===== src/rtl/f_pc_fd_reg_pkg.sv =====
// Shared constants and helpers for the fetch stage and F/D pipeline register.
package f_pc_fd_reg_pkg;

  // Reset PC and exception handler entry
  localparam logic [31:0] INIT_ADDR_DEF = 32'h0000_3000;
  localparam logic [31:0] TRAP_ADDR_DEF = 32'h0000_4180;

  // Legal instruction-memory window (inclusive on both ends)
  localparam logic [31:0] IM_BASE_DEF   = 32'h0000_3000;
  localparam logic [31:0] IM_LAST_DEF   = 32'h0000_6ffc;

  // Exception codes carried down the pipe
  localparam logic [4:0]  EXC_NONE      = 5'd0;
  localparam logic [4:0]  EXC_ADEL      = 5'd4;

  // Select codes driven by the next-PC selector that feeds NPC
  typedef enum logic [1:0] {
    NPC_SEQ    = 2'd0,
    NPC_BRANCH = 2'd1,
    NPC_JUMP   = 2'd2,
    NPC_JR     = 2'd3
  } npc_sel_e;

  // Fetch address error: misaligned word or outside the instruction window.
  // All compares are unsigned.
  function automatic logic fetch_adel(input logic [31:0] pc,
                                      input logic [31:0] base,
                                      input logic [31:0] last);
    fetch_adel = (pc[1:0] != 2'b00) || (pc < base) || (pc > last);
  endfunction

endpackage


===== src/rtl/f_pc_fd_reg_fd_pipe_reg.sv =====
// F/D pipeline register: PC, instruction, exception code, delay-slot tag and
// valid bit of the instruction handed from fetch to decode.
module fd_pipe_reg
  import f_pc_fd_reg_pkg::*;
#(
  parameter logic [31:0] RESET_PC = INIT_ADDR_DEF
) (
  input  logic        clk,
  input  logic        reset_n,
  input  logic        en,
  input  logic        flush,
  input  logic [31:0] flush_pc,
  input  logic [31:0] f_pc,
  input  logic [31:0] f_instr,
  input  logic [4:0]  f_exc_code,
  input  logic        f_bd,
  output logic [31:0] d_pc,
  output logic [31:0] d_instr,
  output logic [4:0]  d_exc_code,
  output logic        d_bd,
  output logic        d_valid
);

  // Reset, then flush to a bubble tagged with the redirect PC, then load when enabled
  always_ff @(posedge clk) begin
    if (!reset_n) begin
      d_pc       <= RESET_PC;
      d_instr    <= '0;
      d_exc_code <= EXC_NONE;
      d_bd       <= 1'b0;
      d_valid    <= 1'b0;
    end else if (flush) begin
      d_pc       <= flush_pc;
      d_instr    <= '0;
      d_exc_code <= EXC_NONE;
      d_bd       <= 1'b0;
      d_valid    <= 1'b0;
    end else if (en) begin
      d_pc       <= f_pc;
      d_instr    <= f_instr;
      d_exc_code <= f_exc_code;
      d_bd       <= f_bd;
      d_valid    <= 1'b1;
    end
  end

endmodule


===== src/rtl/f_pc_fd_reg.sv =====
// Fetch-stage state: PC register, fetch address check, and the redirect /
// stall priority that steers both the PC and the F/D pipeline register.
module f_pc_fd_reg
  import f_pc_fd_reg_pkg::*;
#(
  parameter logic [31:0] INIT_ADDR = INIT_ADDR_DEF,
  parameter logic [31:0] TRAP_ADDR = TRAP_ADDR_DEF,
  parameter logic [31:0] IM_BASE   = IM_BASE_DEF,
  parameter logic [31:0] IM_LAST   = IM_LAST_DEF
) (
  input  logic        clk,
  input  logic        reset_n,
  input  logic [31:0] NPC,
  input  logic        stall,
  input  logic        IntReq,
  input  logic        D_eret,
  input  logic [31:0] EPC,
  input  logic        D_is_bj,
  input  logic [31:0] F_instr,
  output logic [31:0] F_PC,
  output logic [31:0] D_PC,
  output logic [31:0] D_instr,
  output logic [4:0]  D_ExcCode,
  output logic        D_BD,
  output logic        D_valid
);

  logic        f_exc;
  logic [4:0]  f_exc_code;
  logic [31:0] f_instr_gated;
  logic        fd_en;
  logic        fd_flush;
  logic [31:0] fd_flush_pc;

  // Fetch check and the control fed to the F/D register. A faulting fetch
  // carries a zero instruction so decode sees a harmless nop.
  always_comb begin
    f_exc         = fetch_adel(F_PC, IM_BASE, IM_LAST);
    f_exc_code    = f_exc ? EXC_ADEL : EXC_NONE;
    f_instr_gated = f_exc ? '0 : F_instr;
    fd_en         = !stall;
    // Interrupts flush through a stall; an eret only acts once unstalled.
    fd_flush      = IntReq || (!stall && D_eret);
    fd_flush_pc   = IntReq ? TRAP_ADDR : EPC;
  end

  // PC register: reset > interrupt > stall hold > eret > sequential NPC
  always_ff @(posedge clk) begin
    if (!reset_n) begin
      F_PC <= INIT_ADDR;
    end else if (IntReq) begin
      F_PC <= TRAP_ADDR;
    end else if (stall) begin
      F_PC <= F_PC;
    end else if (D_eret) begin
      F_PC <= EPC;
    end else begin
      F_PC <= NPC;
    end
  end

  fd_pipe_reg #(
    .RESET_PC (INIT_ADDR)
  ) u_fd_pipe_reg (
    .clk        (clk),
    .reset_n    (reset_n),
    .en         (fd_en),
    .flush      (fd_flush),
    .flush_pc   (fd_flush_pc),
    .f_pc       (F_PC),
    .f_instr    (f_instr_gated),
    .f_exc_code (f_exc_code),
    .f_bd       (D_is_bj),
    .d_pc       (D_PC),
    .d_instr    (D_instr),
    .d_exc_code (D_ExcCode),
    .d_bd       (D_BD),
    .d_valid    (D_valid)
  );

endmodule

===== config.mk =====
export PLATFORM = sky130hd
export DESIGN_NAME = f_pc_fd_reg
export DESIGN_NICKNAME = d
export VERILOG_FILES = /design/src/rtl/f_pc_fd_reg_pkg.sv /design/src/rtl/f_pc_fd_reg_fd_pipe_reg.sv /design/src/rtl/f_pc_fd_reg.sv
export SDC_FILE = /design/constraint.sdc
export NUM_CORES = 1
export LEC_CHECK = 0
export CAP_MARGIN = 30
export CORE_UTILIZATION = 40
export CTS_CLUSTER_DIAMETER = 100
export DETAILED_ROUTE_END_ITERATION = 12
export GPL_TIMING_DRIVEN = 1
export PLACE_DENSITY = 0.78
export REMOVE_ABC_BUFFERS = 1
export SLEW_MARGIN = 20
export SYNTH_ARGS = -nofsm -noshare
export SYNTH_HDL_FRONTEND = slang
export SYNTH_SLANG_ARGS = --single-unit

===== constraint.sdc =====
create_clock -name clk -period 1.5 [get_ports clk]
set_input_delay 0.15 -clock clk [delete_from_list [all_inputs] [get_ports clk]]
set_output_delay 0.15 -clock clk [all_outputs]
set_load 0.05 [all_outputs]

==> flow_summary.json <==
{
  "synthMuxAreaShare_pct": 7.98,
  "grt_pass1_wl_um": 19700,
  "cp_slowest_stage_delay_ns": 0.34,
  "path_class": "reg2reg",
  "p_per_area_mw_per_mm2": 907,
  "gp_routability_congestion": 0.826,
  "skew_ns": 0.0135,
  "antenna_found_initial": 0,
  "layout-drive-gt1-share_pct": 25.6,
  "violations": "negative setup slack",
  "busiest_layer": "met2",
  "seq_area_frac_synth_pct": 47.9,
  "vias": 4092,
  "worstPathRequired_ns": 1.80,
  "core_area_mm2": 0.00991,
  "synth_fa_ha_area_share_pct": 0,
  "grt_util_met3_pct": 6.67,
  "drt_wl_total_um": 12400,
  "cts.sinks": 99,
  "min_path_type": "in2reg",
  "finalSetupViolCount": 33,
  "crit_top_cell": "buf_4",
  "synth_cell_types": 27,
  "finalNonFillerCells": 789,
  "ctsHoldBuffers": 0,
  "synth_cells": 445,
  "ys_ff_latch": 99,
  "cts-root-buf": "clkbuf_8",
  "drc_errors": 0,
  "crit_fanout": 16,
  "fin_ws_ns": -0.0560,
  "synth-compound-area-share_pct": 24.3,
  "cp.arrival_ns": 1.85,
  "die_w_um": 104,
  "grt_pass1_vias": 3917,
  "num_rows": 36,
  "gr-usage-all-layers_pct": 22.8,
  "power_uw": 5880,
  "synth_top_family_by_area": "compound AO/OA/AOI/OAI gates",
  "cts_buffers": 9,
  "chipHeight_um": 104,
  "ios": 205,
  "cap_violations": 0,
  "drtIter0Drc": 194,
  "avgSynthCellArea_um2": 9.30,
  "htree_levels": 3,
  "synthXorXnorAreaFrac_pct": 0.212,
  "area_delta_synth_final_pct": 56.5,
  "met2_usage_pct": 38.8,
  "grt_max_degree": 67,
  "period_share_pct": 104,
  "start_kind": "flip-flop",
  "fmax_mhz": 643,
  "leakagePower_uw": 0.00287,
  "dieArea_mm2": 0.0108,
  "portBuffers": 200,
  "diodes": 0,
  "synth_warnings": 0,
  "avgRoutedWirePerCell_um": 15.7,
  "setup_tns_ns": -1.41,
  "nets": 753,
  "insertion_delay_ns": 0.36,
  "period_minus_slack_ns": 1.56,
  "synth.area.top_cells": "dfxtp_1, mux2i_1, o21ai_0",
  "use_met1_pct": 27.4,
  "synth_top_area_cell": "dfxtp_1",
  "slew_violations": 0,
  "clock_path_buffers": 2,
  "viasPerCell": 5.19,
  "crit_chain": "nor4_2 > buf_4 > nand3_2 > nor3_4 > buf_4 > buf_16 > a31o_1",
  "syn_area_mm2": 0.00414,
  "drt.antenna.violating_nets": 0,
  "rsz0062_at_grt": "yes",
  "firstDrtPassIters": 5,
  "final_util_pct": 65.4,
  "start_util_pct": 41.8,
  "path_clk_slew_ns": 0.10,
  "overflow": 0,
  "synth_top_area_share_pct": 47.9,
  "cp-end-kind": "flip-flop",
  "post-dp-hpwl_um": 8790,
  "synthSimpleGateAreaFrac_pct": 13.5,
  "crit_slowest_cell": "dfxtp_2",
  "hold_viol": 0,
  "outcome": "complete, but fails checks",
  "cts_tree": "done",
  "placedCellCount": 770,
  "ir_drop_v": 0.000440
}
## final cells by class
type                            instances  area (um^2)
Tap cell                              133          166
Multi-Input combinational cell        301         1960
Clock inverter                          5         61.3
Clock buffer                           11          141
Inverter                                2         7.51
Timing Repair Buffer                  238         2150
Sequential cell                        99         1980
Fill cell                             849         3430
## placed cells by master, fill, tap and decap left out, drive strengths merged
cell and n:
mux2i 33, a31oi 28, and3 32, nand3 1
bufinv 1, nor3 1, inv 3, a211oi 1
clkbuf 11, o21a 1, clkdlybuf4s50 100, a31o 32
clkinv 3, buf 138, nor4 5, a21oi 41
nor2 4, dfxtp 99, o21ai 65, xor2 1
nand2 22, conb 4, nand2b 30
## synthesized netlist by cell type
master,instances
o21ai_0,64
a31oi_1,28
xor2_1,1
nor2_1,4
dfxtp_1,99
buf_6,5
nor3_4,1
nor4_1,4
mux2i_1,33
clkbuf_1,27
buf_1,1
conb_1,1
nor4_4,1
nand2_1,22
nand3_2,1
buf_2,5
o21ai_1,1
a211oi_2,1
a31o_2,3
a31o_1,29
buf_4,7
a21oi_1,41
o21a_1,1
and3_1,32
inv_1,2
nand2b_1,30
clkbuf_2,1
## state kept, by name, summed over array words and instances (netlist names)
| signal | cells |
|---|---|
| F_PC | 32 |
| u_fd_pipe_reg.d_bd | 1 |
| u_fd_pipe_reg.d_exc_code | 1 |
| u_fd_pipe_reg.d_instr | 32 |
| u_fd_pipe_reg.d_pc | 32 |
| u_fd_pipe_reg.d_valid | 1 |
## per-layer routing
layer  share of wire, %  up-vias  wire length [um]
met3                7.2       13               896
li1                   -     2019                 -
met5                  0        -                 0
met1                 42     1907              5220
met4                1.7        0               208
met2                 49      153              6080
## power breakdown
group / internal (uW) / switching, uW
logic: 583 / 740
clock network: 828 / 935
registers: 2720 / 67.6
## metrics by stage
stage | setup WS (ns) | hold WS, ns | instance area, um^2
after floorplan | -1.73 | 0.226 | 3910
after global placement | -0.231 | 0.439 | 6200
after detailed placement | -0.265 | 0.447 | 6200
after CTS | -0.0611 | 0.354 | 6480
after global routing | -0.131 | 0.358 | 6480
final | -0.0560 | 0.373 | 6480
## final timing paths
| kind | from | end | slack (ns) | cells after the start |
|---|---|---|---|---|
| setup / recovery | F_PC[21] | u_fd_pipe_reg.d_instr[29] | -0.06 | 7 |
| setup reg to reg | F_PC[21] | u_fd_pipe_reg.d_instr[29] | -0.06 | 7 |
| hold / removal | NPC[26] | F_PC[26] | 0.37 | 3 |
| hold reg to reg | u_fd_pipe_reg.d_valid | u_fd_pipe_reg.d_valid | 0.48 | 1 |
## logic make-up after synthesis
family,count (synthesis)
buf+inv,48
mux,33
flops,99
other cells,1
xor+xnor,1
compound gates,168
simple gates,95
## worst max-delay path: cells and delay by family (launching register included)
kind                   cells  cell delay (ns)
buffers and inverters      3             0.46
flip-flops                 1             0.34
AO/OA/AOI/OAI              1             0.14
AND/OR/NAND/NOR            3             0.56
## timing repair
item | in CTS | in global routing
setup endpoints to repair | 33 | 33
endpoints found under the hold margin | 0 | 0
resized for setup | 7 | 1
pin swaps | 2 | 0
cloned | 1 | 0
buffers inserted | 2 | 0
No activity file was read; power rests on OpenSTA's default activity.
